## src/rtl/cpu_pkg.sv

```systemverilog
// Shared definitions for the CPU control path: opcode/funct constants,
// ALU operation codes, datapath mux encodings and the multi-cycle state enum.
package cpu_pkg;

    localparam logic [5:0] OP_RTYPE = 6'b000000;
    localparam logic [5:0] OP_ADDI  = 6'b001000;
    localparam logic [5:0] OP_ORI   = 6'b001101;
    localparam logic [5:0] OP_LW    = 6'b100011;
    localparam logic [5:0] OP_SW    = 6'b101011;
    localparam logic [5:0] OP_BEQ   = 6'b000100;
    localparam logic [5:0] OP_J     = 6'b000010;

    localparam logic [5:0] FN_ADD = 6'b100000;
    localparam logic [5:0] FN_SUB = 6'b100010;
    localparam logic [5:0] FN_AND = 6'b100100;
    localparam logic [5:0] FN_OR  = 6'b100101;
    localparam logic [5:0] FN_SLT = 6'b101010;

    localparam logic [4:0] ALU_ADD = 5'd0;
    localparam logic [4:0] ALU_SUB = 5'd1;
    localparam logic [4:0] ALU_AND = 5'd2;
    localparam logic [4:0] ALU_OR  = 5'd3;
    localparam logic [4:0] ALU_SLT = 5'd4;

    localparam logic [1:0] SRCB_RT      = 2'd0;
    localparam logic [1:0] SRCB_FOUR    = 2'd1;
    localparam logic [1:0] SRCB_IMM     = 2'd2;
    localparam logic [1:0] SRCB_IMM_SH2 = 2'd3;

    localparam logic [1:0] PCSRC_ALU    = 2'd0;
    localparam logic [1:0] PCSRC_ALUOUT = 2'd1;
    localparam logic [1:0] PCSRC_JUMP   = 2'd2;

    typedef enum logic [3:0] {
        ST_FETCH,
        ST_DECODE,
        ST_EXEC_R,
        ST_EXEC_I,
        ST_MEM_ADDR,
        ST_MEM_RD,
        ST_MEM_WB,
        ST_MEM_WR,
        ST_ALU_WB,
        ST_BRANCH,
        ST_JUMP
    } state_e;

endpackage

```

## src/rtl/alu_dec.sv

```systemverilog
// Combinational R-type function decoder: funct -> ALU operation code.
// Unknown funct values fall back to ADD and raise illegal.
// Ports: funct (6b in), aluop (5b out), illegal (1b out).
module alu_dec
    import cpu_pkg::*;
(
    input  logic [5:0] funct,
    output logic [4:0] aluop,
    output logic       illegal
);

    always_comb begin
        aluop   = ALU_ADD;
        illegal = 1'b0;
        case (funct)
            FN_ADD:  aluop = ALU_ADD;
            FN_SUB:  aluop = ALU_SUB;
            FN_AND:  aluop = ALU_AND;
            FN_OR:   aluop = ALU_OR;
            FN_SLT:  aluop = ALU_SLT;
            default: illegal = 1'b1;
        endcase
    end

endmodule

```

## src/rtl/mc_ctrl.sv

```systemverilog
// Multi-cycle Moore control sequencer for the CPU datapath.
// Inputs : clock, reset (async, active-low), op, funct, mem_ready.
// Outputs: PC/IR/GPR/memory strobes, ALU and mux selects, illegal_op pulse,
//          retired-instruction counter (CNT_W bits, wraps).
//
// state     | meaning
// ----------+-----------------------------------------------
// FETCH     | read instruction at PC, PC+4; wait mem_ready
// DECODE    | branch target into ALU out, dispatch on op
// EXEC_R    | rs (funct) rt
// EXEC_I    | rs (add/or) extended immediate
// MEM_ADDR  | rs + sign-extended immediate
// MEM_RD    | data read at ALU out; wait mem_ready
// MEM_WB    | memory data -> rt
// MEM_WR    | data write at ALU out; wait mem_ready
// ALU_WB    | ALU out -> rd (R-type) or rt (I-type)
// BRANCH    | rs - rt, conditional PC load from ALU out
// JUMP      | PC load from jump target
module mc_ctrl
    import cpu_pkg::*;
#(
    parameter int CNT_W = 32
) (
    input  logic             clock,
    input  logic             reset,
    input  logic [5:0]       op,
    input  logic [5:0]       funct,
    input  logic             mem_ready,
    output logic             pc_write,
    output logic             pc_write_cond,
    output logic             ir_write,
    output logic             mem_read,
    output logic             mem_write,
    output logic             i_or_d,
    output logic             alu_src_a,
    output logic [1:0]       alu_src_b,
    output logic             if_extend,
    output logic [4:0]       aluop,
    output logic             reg_write,
    output logic             reg_dst,
    output logic             mem_to_reg,
    output logic [1:0]       pc_src,
    output logic             illegal_op,
    output logic [CNT_W-1:0] retired
);

    state_e           state_q, state_d;
    logic [CNT_W-1:0] retired_q;
    logic [4:0]       r_aluop;
    logic             r_illegal;
    logic             retire;

    alu_dec u_alu_dec (
        .funct   (funct),
        .aluop   (r_aluop),
        .illegal (r_illegal)
    );

    always_ff @(posedge clock or negedge reset) begin
        if (!reset) begin
            state_q   <= ST_FETCH;
            retired_q <= '0;
        end else begin
            state_q <= state_d;
            if (retire) retired_q <= retired_q + {{(CNT_W-1){1'b0}}, 1'b1};
        end
    end

    assign retire = (state_q == ST_MEM_WB) || (state_q == ST_ALU_WB) ||
                    (state_q == ST_BRANCH) || (state_q == ST_JUMP) ||
                    ((state_q == ST_MEM_WR) && mem_ready);
    assign retired = retired_q;

    always_comb begin
        state_d = state_q;
        case (state_q)
            ST_FETCH:    if (mem_ready) state_d = ST_DECODE;
            ST_DECODE: begin
                case (op)
                    OP_RTYPE:        state_d = ST_EXEC_R;
                    OP_ADDI, OP_ORI: state_d = ST_EXEC_I;
                    OP_LW, OP_SW:    state_d = ST_MEM_ADDR;
                    OP_BEQ:          state_d = ST_BRANCH;
                    OP_J:            state_d = ST_JUMP;
                    default:         state_d = ST_FETCH;
                endcase
            end
            ST_EXEC_R:   state_d = ST_ALU_WB;
            ST_EXEC_I:   state_d = ST_ALU_WB;
            ST_MEM_ADDR: state_d = (op == OP_LW) ? ST_MEM_RD : ST_MEM_WR;
            ST_MEM_RD:   if (mem_ready) state_d = ST_MEM_WB;
            ST_MEM_WR:   if (mem_ready) state_d = ST_FETCH;
            default:     state_d = ST_FETCH;
        endcase
    end

    // Outputs are gated by reset so every strobe drops the instant reset is
    // asserted, even though the state register already reads FETCH.
    always_comb begin
        pc_write      = 1'b0;
        pc_write_cond = 1'b0;
        ir_write      = 1'b0;
        mem_read      = 1'b0;
        mem_write     = 1'b0;
        i_or_d        = 1'b0;
        alu_src_a     = 1'b0;
        alu_src_b     = SRCB_RT;
        if_extend     = 1'b0;
        aluop         = ALU_ADD;
        reg_write     = 1'b0;
        reg_dst       = 1'b0;
        mem_to_reg    = 1'b0;
        pc_src        = PCSRC_ALU;
        illegal_op    = 1'b0;
        if (reset) begin
            case (state_q)
                ST_FETCH: begin
                    mem_read  = 1'b1;
                    alu_src_b = SRCB_FOUR;
                    ir_write  = mem_ready;
                    pc_write  = mem_ready;
                end
                ST_DECODE: begin
                    alu_src_b = SRCB_IMM_SH2;
                    if_extend = 1'b1;
                    case (op)
                        OP_RTYPE, OP_ADDI, OP_ORI, OP_LW,
                        OP_SW, OP_BEQ, OP_J: illegal_op = 1'b0;
                        default:             illegal_op = 1'b1;
                    endcase
                end
                ST_EXEC_R: begin
                    alu_src_a  = 1'b1;
                    aluop      = r_aluop;
                    illegal_op = r_illegal;
                end
                ST_EXEC_I: begin
                    alu_src_a = 1'b1;
                    alu_src_b = SRCB_IMM;
                    if_extend = (op != OP_ORI);
                    aluop     = (op == OP_ORI) ? ALU_OR : ALU_ADD;
                end
                ST_MEM_ADDR: begin
                    alu_src_a = 1'b1;
                    alu_src_b = SRCB_IMM;
                    if_extend = 1'b1;
                end
                ST_MEM_RD: begin
                    mem_read = 1'b1;
                    i_or_d   = 1'b1;
                end
                ST_MEM_WB: begin
                    reg_write  = 1'b1;
                    mem_to_reg = 1'b1;
                end
                ST_MEM_WR: begin
                    mem_write = 1'b1;
                    i_or_d    = 1'b1;
                end
                ST_ALU_WB: begin
                    reg_write = 1'b1;
                    reg_dst   = (op == OP_RTYPE);
                end
                ST_BRANCH: begin
                    alu_src_a     = 1'b1;
                    aluop         = ALU_SUB;
                    pc_write_cond = 1'b1;
                    pc_src        = PCSRC_ALUOUT;
                end
                ST_JUMP: begin
                    pc_write = 1'b1;
                    pc_src   = PCSRC_JUMP;
                end
                default: ;
            endcase
        end
    end

endmodule

```

## config.mk

```make
export PLATFORM = sky130hd
export DESIGN_NAME = mc_ctrl
export DESIGN_NICKNAME = d
export VERILOG_FILES = /design/src/rtl/cpu_pkg.sv /design/src/rtl/alu_dec.sv /design/src/rtl/mc_ctrl.sv
export SDC_FILE = /design/constraint.sdc
export NUM_CORES = 1
export LEC_CHECK = 0
export ABC_CLOCK_PERIOD_IN_PS = 2550
export BUFFER_PORTS_ARGS = -buffer_cell sky130_fd_sc_hd__buf_2
export CAP_MARGIN = 15
export CORE_ASPECT_RATIO = 1.25
export CORE_UTILIZATION = 52
export CTS_CLUSTER_SIZE = 28
export DETAILED_ROUTE_END_ITERATION = 16
export PLACE_DENSITY = 0.8
export RECOVER_POWER = 100
export SETUP_SLACK_MARGIN = 0.15
export SLEW_MARGIN = 40
export SYNTH_ARGS = -nofsm -noshare
export SYNTH_HDL_FRONTEND = slang
export SYNTH_SLANG_ARGS = --single-unit
export TNS_END_PERCENT = 10
```

## constraint.sdc

```tcl
create_clock -name clock -period 2.55 [get_ports clock]
set_input_delay 0.3825 -clock clock [delete_from_list [all_inputs] [get_ports clock]]
set_output_delay 0.3825 -clock clock [all_outputs]
set_load 0.1 [all_outputs]
```

==> impl_metrics.toml, run 1 <==
[finish]
final_area_sq_um = 2845
layout.cells.non_filler = 373
syn_to_final_growth_pct = 24.06
final_cell_mix = "clkbuf_1, dfrtp_1, nand2_1"
diodes = 0
layout_commonest_cell = "clkbuf_1"
final_util = 0.6833
nets = 332
layout-drive-gt1-share = 0.1830
fill_cells = 375

[yosys]
synthTopCellsByArea = "dfrtp_1, xor2_1, xnor2_1"
synth-simple-area-share = 0.3508
synth_top_area_cell = "dfrtp_1"
synthAdderAreaFrac = 0.005456
synth_edf_count = 0
yosys_warnings = 0
synth_xor_xnor_area_share = 0.1337
synth-seq-cells = 36
synth_compound_area_frac = 0.07310
synth.area.mux_share = 0.004364
synth_top_area_frac = 0.3928
synthCells = 249
syn_area_sq_um = 2293
ys_seq_area_frac = 0.3928
synth_top_family_by_area = "simple AND/OR/NAND/NOR gates"
async_flop_share = 1.000
yosysUniqueCellTypes = 47
synth_ff_type = "dfrtp_1"
synth.avg_cell_area_sq_um = 9.211

[sta]
clock.fmax_mhz = 414.7
fin_worst_skew_ps = 5.762
finalSetupTns_ps = 0
rsz0062_at_grt = "yes"
period_needed_ps = 2411
relSlewSlack = 0.2155
setup_violations = 0
drv_slew = 0
period_share = 0.9456
hold_viol = 0
max_slew.worst_pin.slew_ps = 1182

[critical_path]
crit_type = "reg -> out"
critPathMaxFanout = 5
slowest_delay_ps = 400
worstSetupEndpointType = "primary output"
path_cells = "buf_4 > nor2b_1 > nand2_1 > a211o_1 > a31oi_1 > o21a_1 > buf_4"
critPathSlowestCell = "dfrtp_2"
cp-start-kind = "register"
cpMostUsedCell = "buf_4"
r2r-start = "state_q[1]"
required_ps = 2170
path_delay_family = "compound AO/OA/AOI/OAI gates"
regToRegSetupSlack_ps = 230
rr_worst_depth = 6
path_buf_inv = 2
reg2reg_to = "retired[29]"
cp.arrival_ps = 2030

[grt]
antenna_found_initial = 0
grt_max_degree = 38
grt_pass1_wl_um = 9315
first_global_vias = 2058
overflow = 0
grt_use_total = 0.2648

[hold_path]
timing.hold.worst.class = "in -> async"

[floorplan]
io_pins = 68
rows = 26
die_y_um = 76.25
die_area_sq_um = 4682
coreArea_sq_um = 4164
start_util = 0.5508
die_w_um = 61.40

[clock_network]
cts_tree = "built"
holdBufCountCts = 0
clock_latency_ps = 290
htreeDepth = 2
path_clk_slew_ps = 70
clk_path_buf_depth = 2
clkSinkCount = 36
numCtsBuffers = 5
clock-root-buffer = "clkbuf_8"

[place]
dp_hpwl_um = 4222
port_buffers = 65
gp_congestion = 0.8760
dpl.cell_count = 364
place_area_sq_um = 2933

[drt]
vias_per_cell = 5.748
ant_nets = 0
route.detailed.drc = 0
routed_wl_um = 5749
routedWlPerCell_um = 15.41
vias = 2144
drtIter0Drc = 108
dr.pass1.iters = 4

[power_and_ir_drop]
irDropWorstVdd_mv = 0.9491
leakage_nw = 1.165
power.density_nw_per_um2 = 997.7

[run]
cap_violations = 0

[status]
outcome = "complete, no violations"
==> repair_timing <==
action	4_1_cts	5_1_grt
setup buffers	1	0
resized for setup	3	4
endpoints found under the setup margin	2	3
pin swaps	2	1
==> worst max path at each step <==
| stage | start | to | slack [ps] | cells after the start |
|---|---|---|---|---|
| after floorplan | state_q[0] | pc_write | -500 | 5 |
| after global placement | funct[4] | aluop[0] | 330 | 7 |
| after detailed placement | funct[4] | aluop[0] | 300 | 7 |
| after CTS | state_q[0] | aluop[0] | 110 | 5 |
| after global routing | state_q[2] | mem_read | 50 | 4 |
| final | state_q[0] | illegal_op | 140 | 7 |
==> routing by layer <==
metal / part of all wire / track usage / wire [um]
met5: 0 / 0 / 0
met4: 0.031 / 0.1422 / 176
met3: 0.063 / 0.07640 / 361
met2: 0.50 / 0.4272 / 2890
met1: 0.40 / 0.3053 / 2321
==> kinds of logic after synthesis <==
logic type | after synthesis
AOI/OAI and AO/OA | 25
xor gates and xnor gates | 35
other | 1
and+or+nand+nor | 133
muxes | 1
DFF | 36
adders and majority gates | 1
buffers and inverters | 17
==> final cells by class <==
type                       count  area [sq um]  share of cell area
multi-input combinational    197          1287              0.4525
sequential                    36         902.1              0.3171
timing repair buffer          72         480.5              0.1689
clock buffer                   8         90.09             0.03166
tap                           56         70.07             0.02463
inverter                       4         15.01            0.005277
==> synth_stat cells (all sizes together) (2+ instances only) <==
| cell type | instances |
|---|---|
| nor4 | 10 |
| o21a | 3 |
| dfrtp | 36 |
| nand3 | 11 |
| nand4 | 13 |
| a21oi | 6 |
| or2 | 3 |
| nor2b | 3 |
| and4 | 4 |
| or4 | 5 |
| xnor2 | 17 |
| nand2b | 8 |
| nor2 | 16 |
| a211oi | 2 |
| and3 | 7 |
| nor3 | 19 |
| nand4b | 2 |
| o21ai | 4 |
| inv | 4 |
| clkbuf | 7 |
| xor2 | 18 |
| and2 | 3 |
| buf | 6 |
| nand2 | 28 |
==> registers in the layout, indices dropped and copies added, names as in the netlist <==
signal	flops
state_q	4
retired	32
==> report_power, final <==
part           switching, mW  internal (mW)  total (mW)
Clock                  0.202          0.220       0.422
Combinational           1.26          0.391        1.65
Sequential             0.123          0.641       0.764
==> worst register-to-register path, cell delays in order, from the launching register on <==
cell and delay [ps]:
dfrtp_1 500, buf_4 250, nand3b_1 110, a22o_1 240
and2_0 420, nor4_1 520, xor2_1 190
==> stage by stage <==
step,setup WS [ps],hold WS (ps),total power [mW]
2_1_floorplan,-498.5,86.91,2.093
3_3_place_gp,330.6,451.1,2.500
3_5_place_dp,302.9,451.9,2.523
4_1_cts,112.0,247.1,2.980
5_1_grt,45.96,446.6,2.972
6_report,138.7,363.8,2.839
(Power assumes the default switching activity.)
==> run 2: changes to the inputs <==
Settings changed: CELL_PAD_IN_SITES_DETAIL_PLACEMENT set to 0, CELL_PAD_IN_SITES_GLOBAL_PLACEMENT set to 2, CORE_UTILIZATION 52 to 34, PLACE_DENSITY 0.8 to not set, PLACE_DENSITY_LB_ADDON set to 0.1, SYNTH_HIERARCHICAL set to 1.
==> run 2 against run 1 <==
Compared with the run above: clock-buffer cell count down 1; utilization down 23 points; global-route usage down 7.9 points; total power up 7.1%; clock power up 32%; sequential share of layout area down 2.0 points; critical path type is now in -> out; largest power group unchanged; die area up 57%; critical endpoint is now aluop[0]; critical path depth up 1; sequential power down 2%; combinational power up 5%.
==> impl_metrics.toml, run 2 <==
[power_and_ir_drop]
power.density_nw_per_um2 = 999.2
leakage_nw = 1.047
sw_frac_of_total = 0.5285
total_power_mw = 3.039
p_int_mw = 1.433
combPwrFrac = 0.571
p_clk_frac = 0.183
p_seq_frac = 0.246
irDropWorstVdd_mv = 0.7097
p_sw_mw = 1.606

[clock_network]
path_clk_slew_ps = 80
clkSinkCount = 36
holdBufCountCts = 0
htreeDepth = 2
clock_latency_ps = 290
numCtsBuffers = 5
clk_path_buf_depth = 2
clock-root-buffer = "clkbuf_8"
cts_tree = "built"

[critical_path]
worstSetupStartpoint = "funct[2]"
required_ps = 2170
r2r-start = "state_q[3]"
crit_type = "in -> out"
rr_worst_depth = 5
critPathMaxFanout = 5
cp-start-kind = "input port"
cp.arrival_ps = 2000
worstSetupEndpointType = "primary output"

[finish]
layout_commonest_cell = "clkbuf_1"
final_area_sq_um = 3042
layout.cells.non_filler = 406
nets = 334
fill_cells = 733
multi_input_area_sq_um = 1323
largest_register_ffs = 32
syn_to_final_growth_pct = 27.28
diodes = 0
seq_area_sq_um = 902.1
layout-drive-gt1-share = 0.2069
final_cell_mix = "clkbuf_1, dfrtp_1, xor2_1"
final_util = 0.4547

[floorplan]
die_w_um = 76.99
start_util = 0.3573
coreArea_sq_um = 6689
rows = 33
io_pins = 68
die_y_um = 95.74
die_area_sq_um = 7370

[sta]
max_slew.worst_pin.slew_ps = 1183
finalSetupTns_ps = 0
setup_violations = 0
fin_worst_skew_ps = 7.943
period_share = 0.9342
relSlewSlack = 0.2144
hold_ws_ps = 337.2
fin_ws_ps = 167.7
period_needed_ps = 2382
hold_viol = 0
clock.fmax_mhz = 419.8
rsz0062_at_grt = "yes"
drv_slew = 0

[grt]
overflow = 0
antenna_found_initial = 0
grt_pass1_wl_um = 10650
first_global_vias = 2120
grt_use_total = 0.1854
grt_max_degree = 37

[run]
cap_violations = 0

[drt]
routedWlPerCell_um = 15.94
vias_per_cell = 5.192
route.detailed.drc = 0
ant_nets = 0
drtIter0Drc = 46
dr.pass1.iters = 4
vias = 2108
routed_wl_um = 6471

[hold_path]
timing.hold.worst.class = "in -> async"

[yosys]
synthTopCellsByArea = "dfrtp_1, xor2_1, xnor2_1"
synth.avg_cell_area_sq_um = 9.559
synth_ff_type = "dfrtp_1"
yosys_warnings = 6
yosysUniqueCellTypes = 56
syn_area_sq_um = 2390
synth_top_area_frac = 0.3770
ys_seq_area_frac = 0.3770
async_flop_share = 1.000
yosys.cell_count.top_type = "dfrtp_1"
synth_common_cells = "dfrtp_1, xor2_1, nor2_1"
synth_edf_count = 0
synthCells = 250
synth_top_area_cell = "dfrtp_1"
synth-seq-cells = 36

[place]
post-place-ws_ps = 164.3
dpl.cell_count = 397
place_area_sq_um = 3159
port_buffers = 65
dp_hpwl_um = 4896
gp_congestion = 0.7677

[status]
outcome = "complete, no violations"
[run 2: cells by family (layout without fill, tap and decap cells)]
| family | Yosys count | count (layout) | synth area share |
|---|---|---|---|
| AND/OR/NAND/NOR | 111 | 111 | 0.2759 |
| adder cells (fa/ha/maj) | 1 | 1 | 0.005235 |
| other | 1 | 2 | 0.001569 |
| XOR/XNOR | 34 | 34 | 0.1246 |
| multiplexers | 4 | 4 | 0.01780 |
| AO/OA/AOI/OAI | 38 | 38 | 0.1482 |
| flip-flops | 36 | 36 | 0.3770 |
| buffers and inverters | 25 | 93 | 0.04974 |
[run 2: worst paths after layout]
kind	endpoint	slack [ps]
worst max-delay path	aluop[0]	170
worst min-delay path	retired[29]	340
worst max register to register	retired[26]	310
worst min register to register	retired[31]	480
max in group asynchronous	state_q[3]	1870
min in group clock	state_q[2]	420
[run 2: routing by layer]
metal  track usage  vias to the layer above  wire length, um
li1              -                     1038                -
met1        0.2112                     1023             2674
met2        0.3586                       41             3519
met3       0.02559                        6              192
met4       0.05660                        0               84
met5             0                        -                0
[run 2: power groups by stage]
stage | logic [mW] | clock network (mW) | registers, mW
global route | 1.84 | 0.593 | 0.761
detailed placement | 1.86 | 0 | 0.771
CTS | 1.89 | 0.572 | 0.748
global placement | 1.86 | 0 | 0.770
floorplan | 1.01 | 0 | 1.08
finish | 1.74 | 0.556 | 0.748
[run 2: repair_timing]
action | CTS | global route
setup buffers | 1 | 0
pin swaps | 0 | 3
gates resized for setup | 2 | 7
setup endpoints to repair | 2 | 3
[run 2: area by class of cell]
cell class,instances,area share
Multi-Input combinational cell,190,0.4348
Sequential cell,36,0.2966
Timing Repair Buffer,77,0.1814
Tap cell,87,0.03579
Clock buffer,7,0.03167
Clock inverter,1,0.009872
Inverter,8,0.009872
[run 2: worst max-delay path, cell delays in order]
cell and delay [ps]:
buf_6 100, or3b_4 390, a211oi_2 170, nor2b_2 170, a31oi_2 60, o31ai_1 240
nor3b_2 270, buf_12 210
==> run 3: changes to the inputs <==
Settings changed: CAP_MARGIN 15 to not set, CORE_UTILIZATION 34 to 35, CTS_BUF_LIST set to sky130_fd_sc_hd__clkbuf_4 sky130_fd_sc_hd__clkbuf_8.
==> run 3 against run 2 <==
Compared with the run above: first-iteration DRC count increased by 11%; non-clock buffer count unchanged; largest cell class unchanged; highest routed layer unchanged; total power decreased by 2.5%.
==> impl_metrics.toml, run 3 (same netlist as run 2, synthesis figures left out) <==
[critical_path]
crit_type = "reg -> out"
reg2reg_to = "retired[26]"
path_cells = "or2_2 > or2_4 > a211oi_2 > a32o_2 > buf_4"
critPathCapture = "illegal_op"
path_delay_family = "simple AND/OR/NAND/NOR gates"
worstSetupEndpointType = "primary output"
cp-start-kind = "register"
critPathSlowestCell = "dfrtp_1"
slowest_delay_ps = 450
path_buf_inv = 1
rr_worst_depth = 5
cp.arrival_ps = 2010
regToRegSetupSlack_ps = 270
worstSetupStartpoint = "state_q[2]"
required_ps = 2170
critPathMaxFanout = 7
r2r-start = "state_q[2]"
cp_num_cells = 5

[finish]
layout_commonest_cell = "clkbuf_1"
syn_to_final_growth_pct = 27.02
layout-drive-gt1-share = 0.2163
largest_register_ffs = 32
final_cell_mix = "clkbuf_1, dfrtp_1, xor2_1"
nets = 334
diodes = 0

[sta]
period_share = 0.9391
max_slew.worst_pin.slew_ps = 1299
fin_worst_skew_ps = 9.138
period_needed_ps = 2395
rsz0062_at_grt = "yes"
setup_violations = 0
relSlewSlack = 0.1337
hold_viol = 0
drv_slew = 0
clock.fmax_mhz = 417.6
hold_ws_ps = 152.3

[grt]
overflow = 0
grt_max_degree = 24
first_global_vias = 2034
antenna_found_initial = 0
grt_pass1_wl_um = 10260
grt_use_total = 0.1804

[floorplan]
die_y_um = 94.39
die_area_sq_um = 7164
start_util = 0.3640
rows = 33
coreArea_sq_um = 6565
die_w_um = 75.91
io_pins = 68

[status]
outcome = "complete, no violations"

[drt]
route.detailed.drc = 0
vias_per_cell = 5.224
ant_nets = 0
routedWlPerCell_um = 15.70
drtIter0Drc = 51
dr.pass1.iters = 4
vias = 2121
routed_wl_um = 6376

[clock_network]
numCtsBuffers = 5
htreeDepth = 2
clock-root-buffer = "clkbuf_8"
cts_tree = "built"
clock_latency_ps = 290
path_clk_slew_ps = 80
clkSinkCount = 36
clk_path_buf_depth = 2

[place]
dp_hpwl_um = 4864
gp_congestion = 0.7483
port_buffers = 65

[power_and_ir_drop]
leakage_nw = 1.040
power.density_nw_per_um2 = 976.7
total_power_mw = 2.965
irDropWorstVdd_mv = 0.6401

[hold_path]
timing.hold.worst.class = "in -> async"

[run]
cap_violations = 0
-- run 3: what timing repair did --
action / 4_1_cts / 5_1_grt
setup endpoints to repair: 2 / 3
buffers inserted: 0 / 1
resized for setup: 4 / 7
hold buffers: 0 / 0
pin swaps: 0 / 3
-- run 3: power by group --
| part | total (mW) | switching [mW] | internal, mW |
|---|---|---|---|
| registers | 0.755 | 0.110 | 0.645 |
| logic | 1.69 | 1.29 | 0.406 |
| clock network | 0.518 | 0.217 | 0.301 |
| total | 2.96 | 1.61 | 1.35 |
-- run 3: cell type report --
type / instances / area (sq um)
fill: 670 / 3530
multi-input combinational: 190 / 1361
sequential: 36 / 900.9
timing repair buffer: 77 / 523.0
tap: 87 / 108.9
clock buffer: 6 / 76.32
clock inverter: 2 / 35.03
inverter: 8 / 30.03
-- run 3: layer usage --
metal  wire [um]  up-vias  track usage
met2        3304       48       0.3303
met5           0        -            0
li1            -     1045            -
met4          85        0      0.06250
met3         200        7      0.02802
met1        2785     1021       0.2157
-- run 3: worst register-to-register path: cells and delay by family, from the launching register on --
| kind | cells | cell delay, ps |
|---|---|---|
| xor+xnor | 1 | 120 |
| flops | 1 | 450 |
| simple gates | 2 | 790 |
| compound gates | 1 | 530 |
| buf+inv | 1 | 270 |
-- run 3: stage by stage --
stage | util | TNS, ps | worst slack (ps) | area, sq um | cells
6_report | 0.4624 | 0 | 155.3 | 3035 | 406
4_1_cts | 0.4970 | 0 | 189.0 | 3263 | 405
3_5_place_dp | 0.4789 | 0 | 196.0 | 3144 | 397
5_1_grt | 0.4624 | 0 | 84.18 | 3035 | 406
3_3_place_gp | 0.4789 | 0 | 214.5 | 3144 | 397
2_1_floorplan | - | -3829 | -583.2 | 2446 | 251
-- run 3: how the worst min path moves through the flow --
stage	start	to	slack, ps	cells after the start
3_5_place_dp	reset	state_q[2]	400	2
2_1_floorplan	reset	retired[0]	90	0
6_report	reset	state_q[2]	150	2
4_1_cts	reset	state_q[2]	80	2
5_1_grt	reset	state_q[1]	180	2
3_3_place_gp	reset	state_q[2]	400	2
